$ cat config.mk
export PLATFORM = sky130hd
export DESIGN_NAME = paint_scheduler
export DESIGN_NICKNAME = d
export VERILOG_FILES = /design/src/rtl/paint_pkg.sv /design/src/rtl/circle_fifo.sv /design/src/rtl/paint_scheduler.sv
export SDC_FILE = /design/constraint.sdc
export NUM_CORES = 1
export LEC_CHECK = 0
export ABC_AREA = 0
export CORE_MARGIN = 1.5
export CORE_UTILIZATION = 46
export CTS_CLUSTER_DIAMETER = 200
export CTS_CLUSTER_SIZE = 24
export DETAILED_ROUTE_END_ITERATION = 10
export PLACE_DENSITY = 0.81
export SLEW_MARGIN = 20
export SYNTH_ARGS = -nofsm -noshare
export SYNTH_HDL_FRONTEND = slang
export SYNTH_SLANG_ARGS = --single-unit
$ cat constraint.sdc
create_clock -name clk_in -period 5.1 [get_ports clk_in]
set_input_delay 0.51 -clock clk_in [delete_from_list [all_inputs] [get_ports clk_in]]
set_output_delay 0.51 -clock clk_in [all_outputs]
set_load 0.1 [all_outputs]
$ cat src/rtl/paint_pkg.sv
// Shared types and widths for the circle painter scheduling path.
package paint_pkg;

   localparam int HCOUNT_W = 11;
   localparam int VCOUNT_W = 10;
   localparam int RADIUS_W = 17;

   // Cycles the painter may keep ready high after a pulse before we assume it took the circle.
   localparam int ACCEPT_TIMEOUT = 4;

   typedef struct packed {
      logic [HCOUNT_W-1:0] hcount;
      logic [VCOUNT_W-1:0] vcount;
      logic [RADIUS_W-1:0] radius;
   } circle_t;

   typedef enum logic [1:0] {
      ST_IDLE,
      ST_WAIT_ACCEPT,
      ST_WAIT_DONE
   } sched_state_t;

   function automatic logic [RADIUS_W-1:0] clamp_radius(input logic [RADIUS_W-1:0] r,
                                                        input int max_r);
      return (r > RADIUS_W'(max_r)) ? RADIUS_W'(max_r) : r;
   endfunction

endpackage

$ cat src/rtl/circle_fifo.sv
// Small circular FIFO of circles; the head is readable combinationally so a pop
// and the load of its contents happen on the same edge.
module circle_fifo
   import paint_pkg::*;
#(
   parameter int DEPTH = 4
) (
   input  logic                     clk_in,
   input  logic                     rst_n_in,
   input  logic                     push,
   input  logic                     pop,
   input  circle_t                  wr_data,
   output circle_t                  rd_data,
   output logic                     full,
   output logic                     empty,
   output logic [$clog2(DEPTH):0]   count
);

   localparam int PTR_W = $clog2(DEPTH);

   circle_t              mem [DEPTH];
   logic [PTR_W-1:0]     wr_ptr_reg;
   logic [PTR_W-1:0]     rd_ptr_reg;
   logic [PTR_W:0]       count_reg;
   logic                 do_push;
   logic                 do_pop;

   assign full    = (count_reg == (PTR_W+1)'(DEPTH));
   assign empty   = (count_reg == '0);
   assign count   = count_reg;
   assign rd_data = mem[rd_ptr_reg];
   assign do_push = push && !full;
   assign do_pop  = pop && !empty;

   // Storage is not reset: emptiness is tracked entirely by the pointers and count.
   always_ff @(posedge clk_in) begin
      if (do_push) begin
         mem[wr_ptr_reg] <= wr_data;
      end
   end

   always_ff @(posedge clk_in or negedge rst_n_in) begin
      if (!rst_n_in) begin
         wr_ptr_reg <= '0;
         rd_ptr_reg <= '0;
         count_reg  <= '0;
      end else begin
         if (do_push) wr_ptr_reg <= wr_ptr_reg + 1'b1;
         if (do_pop)  rd_ptr_reg <= rd_ptr_reg + 1'b1;
         if (do_push && !do_pop) begin
            count_reg <= count_reg + 1'b1;
         end else if (!do_push && do_pop) begin
            count_reg <= count_reg - 1'b1;
         end
      end
   end

endmodule

$ cat src/rtl/paint_scheduler.sv
// Round-robin arbitration of circle requests into a FIFO, and an issue FSM that
// hands one circle at a time to the painter using its ready handshake.
module paint_scheduler
   import paint_pkg::*;
#(
   parameter int NUM_REQ    = 4,
   parameter int FIFO_DEPTH = 4,
   parameter int MAX_RADIUS = 64
) (
   input  logic                               clk_in,
   input  logic                               rst_n_in,
   input  logic [NUM_REQ-1:0]                 req_valid_in,
   input  logic [NUM_REQ-1:0][HCOUNT_W-1:0]   req_hcount_in,
   input  logic [NUM_REQ-1:0][VCOUNT_W-1:0]   req_vcount_in,
   input  logic [NUM_REQ-1:0][RADIUS_W-1:0]   req_radius_in,
   output logic [NUM_REQ-1:0]                 req_ready_out,
   input  logic                               painter_ready_in,
   output logic                               painter_valid_out,
   output logic [HCOUNT_W-1:0]                painter_hcount_out,
   output logic [VCOUNT_W-1:0]                painter_vcount_out,
   output logic [RADIUS_W-1:0]                painter_radius_out,
   output logic                               busy_out,
   output logic [15:0]                        issued_count_out,
   output logic [15:0]                        drop_count_out
);

   localparam int PTR_W = $clog2(NUM_REQ);

   logic [PTR_W-1:0]             rr_ptr_reg;
   logic [PTR_W-1:0]             rr_ptr_next;
   logic [NUM_REQ-1:0]           grant_onehot;
   logic [PTR_W-1:0]             grant_idx;
   logic                         grant_found;
   logic [PTR_W-1:0]             search_idx;
   int                           search_sum;
   logic                         accept;
   circle_t                      push_circle;
   logic                         fifo_push;
   logic                         fifo_pop;
   logic                         fifo_full;
   logic                         fifo_empty;
   logic [$clog2(FIFO_DEPTH):0]  fifo_count;
   circle_t                      fifo_head;
   logic [15:0]                  drop_count_reg;

   sched_state_t                 state_reg;
   logic [1:0]                   wait_cnt_reg;
   logic                         painter_valid_reg;
   circle_t                      painter_circle_reg;
   logic [15:0]                  issued_count_reg;

   // First valid requester at or above the pointer, wrapping modulo NUM_REQ.
   always_comb begin
      grant_onehot = '0;
      grant_idx    = '0;
      grant_found  = 1'b0;
      search_sum   = 0;
      search_idx   = '0;
      for (int i = 0; i < NUM_REQ; i++) begin
         search_sum = int'(rr_ptr_reg) + i;
         if (search_sum >= NUM_REQ) search_sum = search_sum - NUM_REQ;
         search_idx = PTR_W'(search_sum);
         if (!grant_found && req_valid_in[search_idx]) begin
            grant_found              = 1'b1;
            grant_idx                = search_idx;
            grant_onehot[search_idx] = 1'b1;
         end
      end
   end

   generate
      for (genvar gi = 0; gi < NUM_REQ; gi++) begin : g_ready
         assign req_ready_out[gi] = grant_onehot[gi] & ~fifo_full;
      end
   endgenerate

   assign accept      = grant_found && !fifo_full;
   assign rr_ptr_next = (grant_idx == PTR_W'(NUM_REQ - 1)) ? '0 : grant_idx + 1'b1;

   assign push_circle.hcount = req_hcount_in[grant_idx];
   assign push_circle.vcount = req_vcount_in[grant_idx];
   assign push_circle.radius = clamp_radius(req_radius_in[grant_idx], MAX_RADIUS);

   // Zero-radius circles are consumed (and counted) but never reach the painter.
   assign fifo_push = accept && (req_radius_in[grant_idx] != '0);
   assign fifo_pop  = (state_reg == ST_IDLE) && !fifo_empty && painter_ready_in;

   circle_fifo #(
      .DEPTH (FIFO_DEPTH)
   ) u_fifo (
      .clk_in   (clk_in),
      .rst_n_in (rst_n_in),
      .push     (fifo_push),
      .pop      (fifo_pop),
      .wr_data  (push_circle),
      .rd_data  (fifo_head),
      .full     (fifo_full),
      .empty    (fifo_empty),
      .count    (fifo_count)
   );

   always_ff @(posedge clk_in or negedge rst_n_in) begin
      if (!rst_n_in) begin
         rr_ptr_reg     <= '0;
         drop_count_reg <= '0;
      end else if (accept) begin
         rr_ptr_reg <= rr_ptr_next;
         if (req_radius_in[grant_idx] == '0) drop_count_reg <= drop_count_reg + 16'd1;
      end
   end

   always_ff @(posedge clk_in or negedge rst_n_in) begin
      if (!rst_n_in) begin
         state_reg          <= ST_IDLE;
         wait_cnt_reg       <= '0;
         painter_valid_reg  <= 1'b0;
         painter_circle_reg <= '0;
         issued_count_reg   <= '0;
      end else begin
         painter_valid_reg <= 1'b0;
         case (state_reg)
            ST_IDLE: begin
               if (fifo_pop) begin
                  painter_valid_reg  <= 1'b1;
                  painter_circle_reg <= fifo_head;
                  issued_count_reg   <= issued_count_reg + 16'd1;
                  wait_cnt_reg       <= '0;
                  state_reg          <= ST_WAIT_ACCEPT;
               end
            end
            ST_WAIT_ACCEPT: begin
               // A painter that never drops ready is assumed to have taken the circle.
               if (!painter_ready_in) begin
                  state_reg <= ST_WAIT_DONE;
               end else if (wait_cnt_reg == 2'(ACCEPT_TIMEOUT - 1)) begin
                  state_reg <= ST_IDLE;
               end else begin
                  wait_cnt_reg <= wait_cnt_reg + 2'd1;
               end
            end
            ST_WAIT_DONE: begin
               if (painter_ready_in) state_reg <= ST_IDLE;
            end
            default: state_reg <= ST_IDLE;
         endcase
      end
   end

   assign painter_valid_out  = painter_valid_reg;
   assign painter_hcount_out = painter_circle_reg.hcount;
   assign painter_vcount_out = painter_circle_reg.vcount;
   assign painter_radius_out = painter_circle_reg.radius;
   assign issued_count_out   = issued_count_reg;
   assign drop_count_out     = drop_count_reg;
   assign busy_out           = (fifo_count != '0) || (state_reg != ST_IDLE);

endmodule

==> summary.txt, run 1 <==
Placed design
  • Placer Congestion: 0.8395
  • IO buf count: 234
  • Placement Cell Area: 13830 µm²
  • DP Wirelength: 17180 µm
  • Place WS: 343.7 ps

Critical path
  • Reg-to-Reg End: u_fifo.count[1]$_DFFE_PN0P_
  • Slowest stage cell, crit path: mux4_2
  • Req. time, crit path: 5460 ps
  • Kind of critical path: reg -> reg
  • Worst setup path endpoint: u_fifo.count[1]$_DFFE_PN0P_
  • CP Max Fanout: 13
  • WP buf/inv: 4
  • Critical path startpoint: rr_ptr_reg[1]$_DFFE_PN0P_
  • Stages on the worst setup path: 16
  • Worst path top cell family by delay: multiplexers
  • Worst setup SP type: flop
  • Reg2reg setup slack: 680 ps
  • Crit-path cells: inv_1, ha_1, mux4_2, and2b_1, buf_4, o21ai_4, nand2_2, mux2_2, o32ai_2, nand4_4, nor2b_1, buf_4, ha_1, inv_1, fa_1, mux2_2
  • Reg2reg start: rr_ptr_reg[1]$_DFFE_PN0P_
  • Crit. End Element: flop
  • CP max stage delay: 630 ps
  • Worst Path Arrival: 4790 ps
  • Reg2Reg Depth: 16

Drt
  • Total length of routed wires: 24360 µm
  • Wire length per cell: 17.25 µm
  • Post-route ant nets: 0
  • 1st-iter DRT viols: 513
  • DRT Pass-1 Iters: 5
  • DR vias: 7416
  • DRC Markers: 0
  • Vias/cell: 5.252

Power
  • PD cells: 700.4 nW/µm²
  • LEAKAGE: 0.005508 µW
  • VDD IR-drop max: 392.3 µV

Clocking
  • Skew-Pair Late Insertion Delay: 480 ps
  • H-tree Lvls: 1
  • Reg clk slew, reported paths: 100 ps
  • CTS tree: yes
  • CTS Sinks: 236
  • CTS Buffer Depth: 3
  • CTS resizes: 0
  • TritonCTS buffer count: 13
  • # hold bufs at CTS: 0
  • Post-CTS Setup Inserts: 0
  • Root buffer cell: clkbuf_16

Finish
  • FF+latch area: 6669 µm²
  • Final Cell Area: 14220 µm²
  • Largest Register: u_fifo.mem
  • Max reg flops: 152
  • Fillers: 1820
  • N_diodes: 0
  • Final net count: 1262
  • Multi-input combinational cell area: 4272 µm²
  • Share of cells above drive strength 1: 11.53%
  • Area growth syn-to-layout: 29.11%
  • Core Util, Final: 60.57%

Timing
  • Final WS setup: 675.4 ps
  • Hold Vio Cnt, Final: 0
  • RSZ-0062 raised after global routing: false
  • Final period util: 86.76%
  • Max-slew violations: 0
  • Final hold slack: 31.76 ps
  • Post-Route Skew: 17.93 ps
  • Slew Limit Headroom: 29.16%
  • Fmax: 0.2260 GHz
  • Final min period: 4425 ps
  • Setup_tns: 0 ps
  • Setup-failing EPs final: 0
  • Worst Tran Pin Value: 1059 ps

Synthesis
  • Mean Syn Cell Area: 13.33 µm²
  • Prevailing post-synth register cell: edfxtp_1
  • Synth warnings: 0
  • Asr flop ratio synth: 35.59%
  • Sequential fraction of the synthesis area: 60.54%
  • Post-synth EDFFs: 152
  • Library cells used by synthesis: 66
  • Synth Instances: 826
  • Cell Area, Synth: 11010 µm²
  • Synth Register Bits: 236

Global route
  • Total Routing Usage GR: 19.83%
  • Met2 track demand over resource: 34.69%
  • First-pass GRT wire length: 38690 µm
  • Met3 GRT Util: 2.491%
  • Vias in the first global route: 7473
  • Met1 global-route usage: 26.50%
  • Largest net degree at the start of global routing: 46
  • Antenna violations before repair: 0
  • Total grt overflow: 0
  • Most Used Layer, Global Route: met2

Floorplanning
  • Core area: 23470 µm²
  • Ports: 235
  • Rows: 56
  • Chip Height: 157.7 µm
  • Overall die width: 157.7 µm
  • Initial Util: 46.91%
  • Die ar.: 24880 µm²

Status
  • Status: finished, final reports clean

Worst hold path
  • Type of the worst min-delay path: in -> async

Flow run
  • Max cap viols: 0
[per-stage QoR]
step / cells / total power [µW]
6_report: 1412 / 9958
5_1_grt: 1412 / 10510
4_1_cts: 1412 / 10040
3_5_place_dp: 1390 / 8917
3_3_place_gp: 1390 / 8763
2_1_floorplan: 865 / 7513
[power by group]
group          internal, µW  switching [µW]  total [µW]  leakage (µW)
Clock                   536             579        1120      0.000187
Sequential             3150             373        3530       0.00248
Combinational          1810            3510        5320       0.00285
[synth_stat cells (3+ instances only)]
| master | n | share of area, % |
|---|---|---|
| edfxtp_1 | 152 | 41 |
| nand2_1 | 145 | 4.9 |
| dfrtp_1 | 84 | 19 |
| nor2_1 | 55 | 1.9 |
| mux4_2 | 42 | 8.6 |
| a21oi_1 | 30 | 1.4 |
| mux2i_1 | 29 | 2.6 |
| clkbuf_1 | 28 | 0.95 |
| mux2_2 | 28 | 2.9 |
| xor2_1 | 20 | 1.6 |
| xnor2_1 | 19 | 1.5 |
| ha_1 | 16 | 1.8 |
| nor3_1 | 16 | 0.73 |
| nand3_1 | 15 | 0.68 |
| o21ai_0 | 14 | 0.64 |
| inv_1 | 9 | 0.31 |
| nand4_1 | 8 | 0.45 |
| nor4_1 | 8 | 0.45 |
| a22oi_1 | 7 | 0.48 |
| and2_1 | 7 | 0.40 |
| buf_2 | 7 | 0.32 |
| a221oi_1 | 6 | 0.48 |
| buf_1 | 6 | 0.20 |
| and3_1 | 4 | 0.23 |
| nor2b_1 | 4 | 0.23 |
| o211ai_1 | 4 | 0.27 |
| o21a_1 | 4 | 0.27 |
| or4_1 | 4 | 0.27 |
| nor3b_1 | 3 | 0.20 |
[layout make-up]
class | count | share of cell area [%]
Clock inverter | 2 | 0.2728
Multi-Input combinational cell | 575 | 30.04
Clock buffer | 20 | 2.473
Inverter | 10 | 0.2640
Sequential cell | 236 | 46.91
Tap cell | 319 | 2.807
Timing Repair Buffer | 250 | 17.23
[cell usage in the layout, fill, tap and decap left out, types with 6 or more instances in the layout]
cell             netlist  routed
a21oi_1               30      30
a221oi_1               6       6
a22oi_1                7       7
buf_4                  1      21
clkbuf_1              28       7
clkbuf_16              0      13
clkdlybuf4s50_1        0     229
conb_1                 1      40
dfrtp_1               84      82
edfxtp_1             152     152
ha_1                  16      16
inv_1                  9       9
mux2_2                28      28
mux2i_1               29      29
mux4_2                42      42
nand2_1              145     143
nand3_1               15      15
nand4_1                8       8
nor2_1                55      55
nor3_1                16      16
nor4_1                 8       8
o21ai_0               14      14
xnor2_1               19      19
xor2_1                20      20
[cell families (layout without fill, tap and decap cells)]
kind of cell / after synthesis / in the layout / synth area share (%)
and+or+nand+nor: 284 / 284 / 11.83
DFF: 236 / 236 / 60.54
muxes: 103 / 103 / 14.73
AOI/OAI and AO/OA: 92 / 92 / 5.681
buffers and inverters: 54 / 282 / 2.091
xor gates and xnor gates: 39 / 39 / 3.102
adders and majority gates: 17 / 17 / 2.000
other: 1 / 40 / 0.03405
[worst min path at each step]
stage / startpoint / to / slack [ps] / cells past startpoint
after global routing: rst_n_in / drop_count_out[9]$_DFFE_PN0P_ / 60 / 1
after global placement: drop_count_out[15]$_DFFE_PN0P_ / drop_count_out[15]$_DFFE_PN0P_ / 460 / 1
after detailed placement: issued_count_out[15]$_DFFE_PN0P_ / issued_count_out[15]$_DFFE_PN0P_ / 460 / 1
after floorplan: rst_n_in / drop_count_out[0]$_DFFE_PN0P_ / 210 / 0
after CTS: rst_n_in / drop_count_out[10]$_DFFE_PN0P_ / 40 / 1
final: rst_n_in / drop_count_out[10]$_DFFE_PN0P_ / 30 / 1
[per-layer routing]
metal	share of wire, %	vias to the layer above
li1	-	3524
met1	43	3633
met2	50	225
met3	4.5	34
met4	1.9	0
met5	0	-
Note: power is estimated with default switching activity, not from simulation.
==> run 2, diff against run 1 <==
--- a/config.mk
+++ b/config.mk
@@ -6,7 +6,7 @@
 export NUM_CORES = 1
 export LEC_CHECK = 0
 export ABC_AREA = 0
-export CORE_MARGIN = 1.5
+export CORE_MARGIN = 2
 export CORE_UTILIZATION = 46
 export CTS_CLUSTER_DIAMETER = 200
 export CTS_CLUSTER_SIZE = 24
==> summary.txt, run 2 (same netlist as run 1, synthesis figures left out) <==
Timing
  • Post-Route Skew: 25.68 ps
  • Worst Tran Pin Value: 1060 ps
  • Setup-failing EPs final: 0
  • Setup_tns: 0 ps
  • Max-slew violations: 0
  • RSZ-0062 raised after global routing: false
  • Final WS setup: 680.6 ps
  • Slew Limit Headroom: 29.12%
  • Final min period: 4419 ps
  • Final period util: 86.65%
  • Fmax: 0.2263 GHz
  • Hold Vio Cnt, Final: 0

Floorplanning
  • Core area: 23470 µm²
  • Die ar.: 25190 µm²
  • Chip Height: 158.7 µm
  • Rows: 56
  • Ports: 235
  • Overall die width: 158.7 µm
  • Initial Util: 46.91%

Placed design
  • Placer Congestion: 0.8938
  • Placement Cell Area: 13820 µm²
  • IO buf count: 234
  • DP Wirelength: 17490 µm
  • Dpl cells: 1389
  • Place WS: 309.2 ps

Finish
  • Area growth syn-to-layout: 29.10%
  • N_diodes: 0
  • Max reg flops: 152
  • Final net count: 1262
  • Largest Register: u_fifo.mem
  • Most frequent cells in the layout: clkdlybuf4s50_1 (229), edfxtp_1 (152), nand2_1 (143), dfrtp_1 (82), nor2_1 (55)
  • Share of cells above drive strength 1: 11.45%
  • Most common cell after layout, fill and taps aside: clkdlybuf4s50_1
  • Final std cells w/o fill: 1411
  • Core Util, Final: 60.57%
  • Final Cell Area: 14220 µm²

Power
  • LEAKAGE: 0.005505 µW
  • VDD IR-drop max: 410.6 µV
  • PD cells: 703.8 nW/µm²

Critical path
  • CP Max Fanout: 12
  • Req. time, crit path: 5470 ps
  • Worst setup SP type: flop
  • Crit. End Element: flop
  • Worst Path Arrival: 4790 ps
  • Kind of critical path: reg -> reg

Global route
  • Antenna violations before repair: 0
  • Met3 GRT Util: 3.135%
  • Total grt overflow: 0
  • Largest net degree at the start of global routing: 60
  • Met1 global-route usage: 26.26%
  • Met2 track demand over resource: 34.97%
  • Vias in the first global route: 7647
  • Most Used Layer, Global Route: met2
  • Total Routing Usage GR: 19.95%
  • First-pass GRT wire length: 40610 µm

Clocking
  • Skew-Pair Late Insertion Delay: 490 ps
  • H-tree Lvls: 1
  • CTS resizes: 0
  • CTS Sinks: 236
  • CTS tree: yes
  • Root buffer cell: clkbuf_16
  • Reg clk slew, reported paths: 90 ps
  • CTS Buffer Depth: 3
  • TritonCTS buffer count: 13

Drt
  • DRT Pass-1 Iters: 5
  • Post-route ant nets: 0
  • DR vias: 7467
  • DRC Markers: 0
  • Vias/cell: 5.292
  • 1st-iter DRT viols: 501
  • Total length of routed wires: 25280 µm
  • Wire length per cell: 17.92 µm

Status
  • Status: finished, final reports clean

Flow run
  • Max cap viols: 0

Worst hold path
  • Type of the worst min-delay path: reg -> reg
## run 2: cell count changes in the layout (fill, tap and decap cells not counted)
cell and delta:
buf_4 -1, clkbuf_1 -1, dlygate4sd3_1 +1
## run 2: critical path, stage by stage, from the launching register on
cell and delay, ps:
dfrtp_1 350, inv_1 120, ha_1 350, mux4_2 510, buf_4 190, nand2b_1 220
a21oi_1 430, o21ai_0 160, a211o_1 290, o22ai_1 270, nand4_4 140, nor2b_1 160
buf_4 190, ha_1 200, inv_1 70, fa_1 390, mux2_2 260
## run 2: worst paths after layout
kind / from / end / slack, ps / cells after the start
worst max register to register: rr_ptr_reg[1]$_DFFE_PN0P_ / u_fifo.count[1]$_DFFE_PN0P_ / 680 / 16
worst min-delay path: drop_count_out[15]$_DFFE_PN0P_ / drop_count_out[15]$_DFFE_PN0P_ / 470 / 1
worst min register to register: drop_count_out[15]$_DFFE_PN0P_ / drop_count_out[15]$_DFFE_PN0P_ / 470 / 1
worst max-delay path: rr_ptr_reg[1]$_DFFE_PN0P_ / u_fifo.count[1]$_DFFE_PN0P_ / 680 / 16
min in group asynchronous: rst_n_in / rr_ptr_reg[1]$_DFFE_PN0P_ / 500 / 2
max in group asynchronous: rst_n_in / u_fifo.rd_ptr_reg[0]$_DFFE_PN0P_ / 3440 / 3
## run 2: metrics by stage
stage	power, µW	hold WS (ps)
4_1_cts	10060	474.4
3_3_place_gp	8766	457.4
2_1_floorplan	7513	214.4
5_1_grt	10540	495.1
3_5_place_dp	8936	461.4
6_report	10010	467.3
## run 2: layout make-up
class / count / area [µm²]
Fill cell: 1837 / 9256
Sequential cell: 236 / 6669
Multi-Input combinational cell: 575 / 4272
Timing Repair Buffer: 250 / 2452
Tap cell: 319 / 399.1
Clock buffer: 19 / 347.8
Clock inverter: 2 / 38.79
Inverter: 10 / 37.54
## run 2: repair_timing
item	in CTS	in global routing
endpoints found under the hold margin	25	0
setup buffers	0	0
hold buffers	1	0
## run 2: layer usage
layer,vias up,share of wire [%]
li1,3525,-
met4,0,2.0
met1,3648,42
met3,32,5.8
met2,262,50
met5,-,0
## run 2: where the power goes
| group | switching [µW] | internal, µW | leakage, µW |
|---|---|---|---|
| sequential | 389 | 3160 | 0.00248 |
| clock | 585 | 534 | 0.000186 |
| combinational | 3540 | 1800 | 0.00284 |
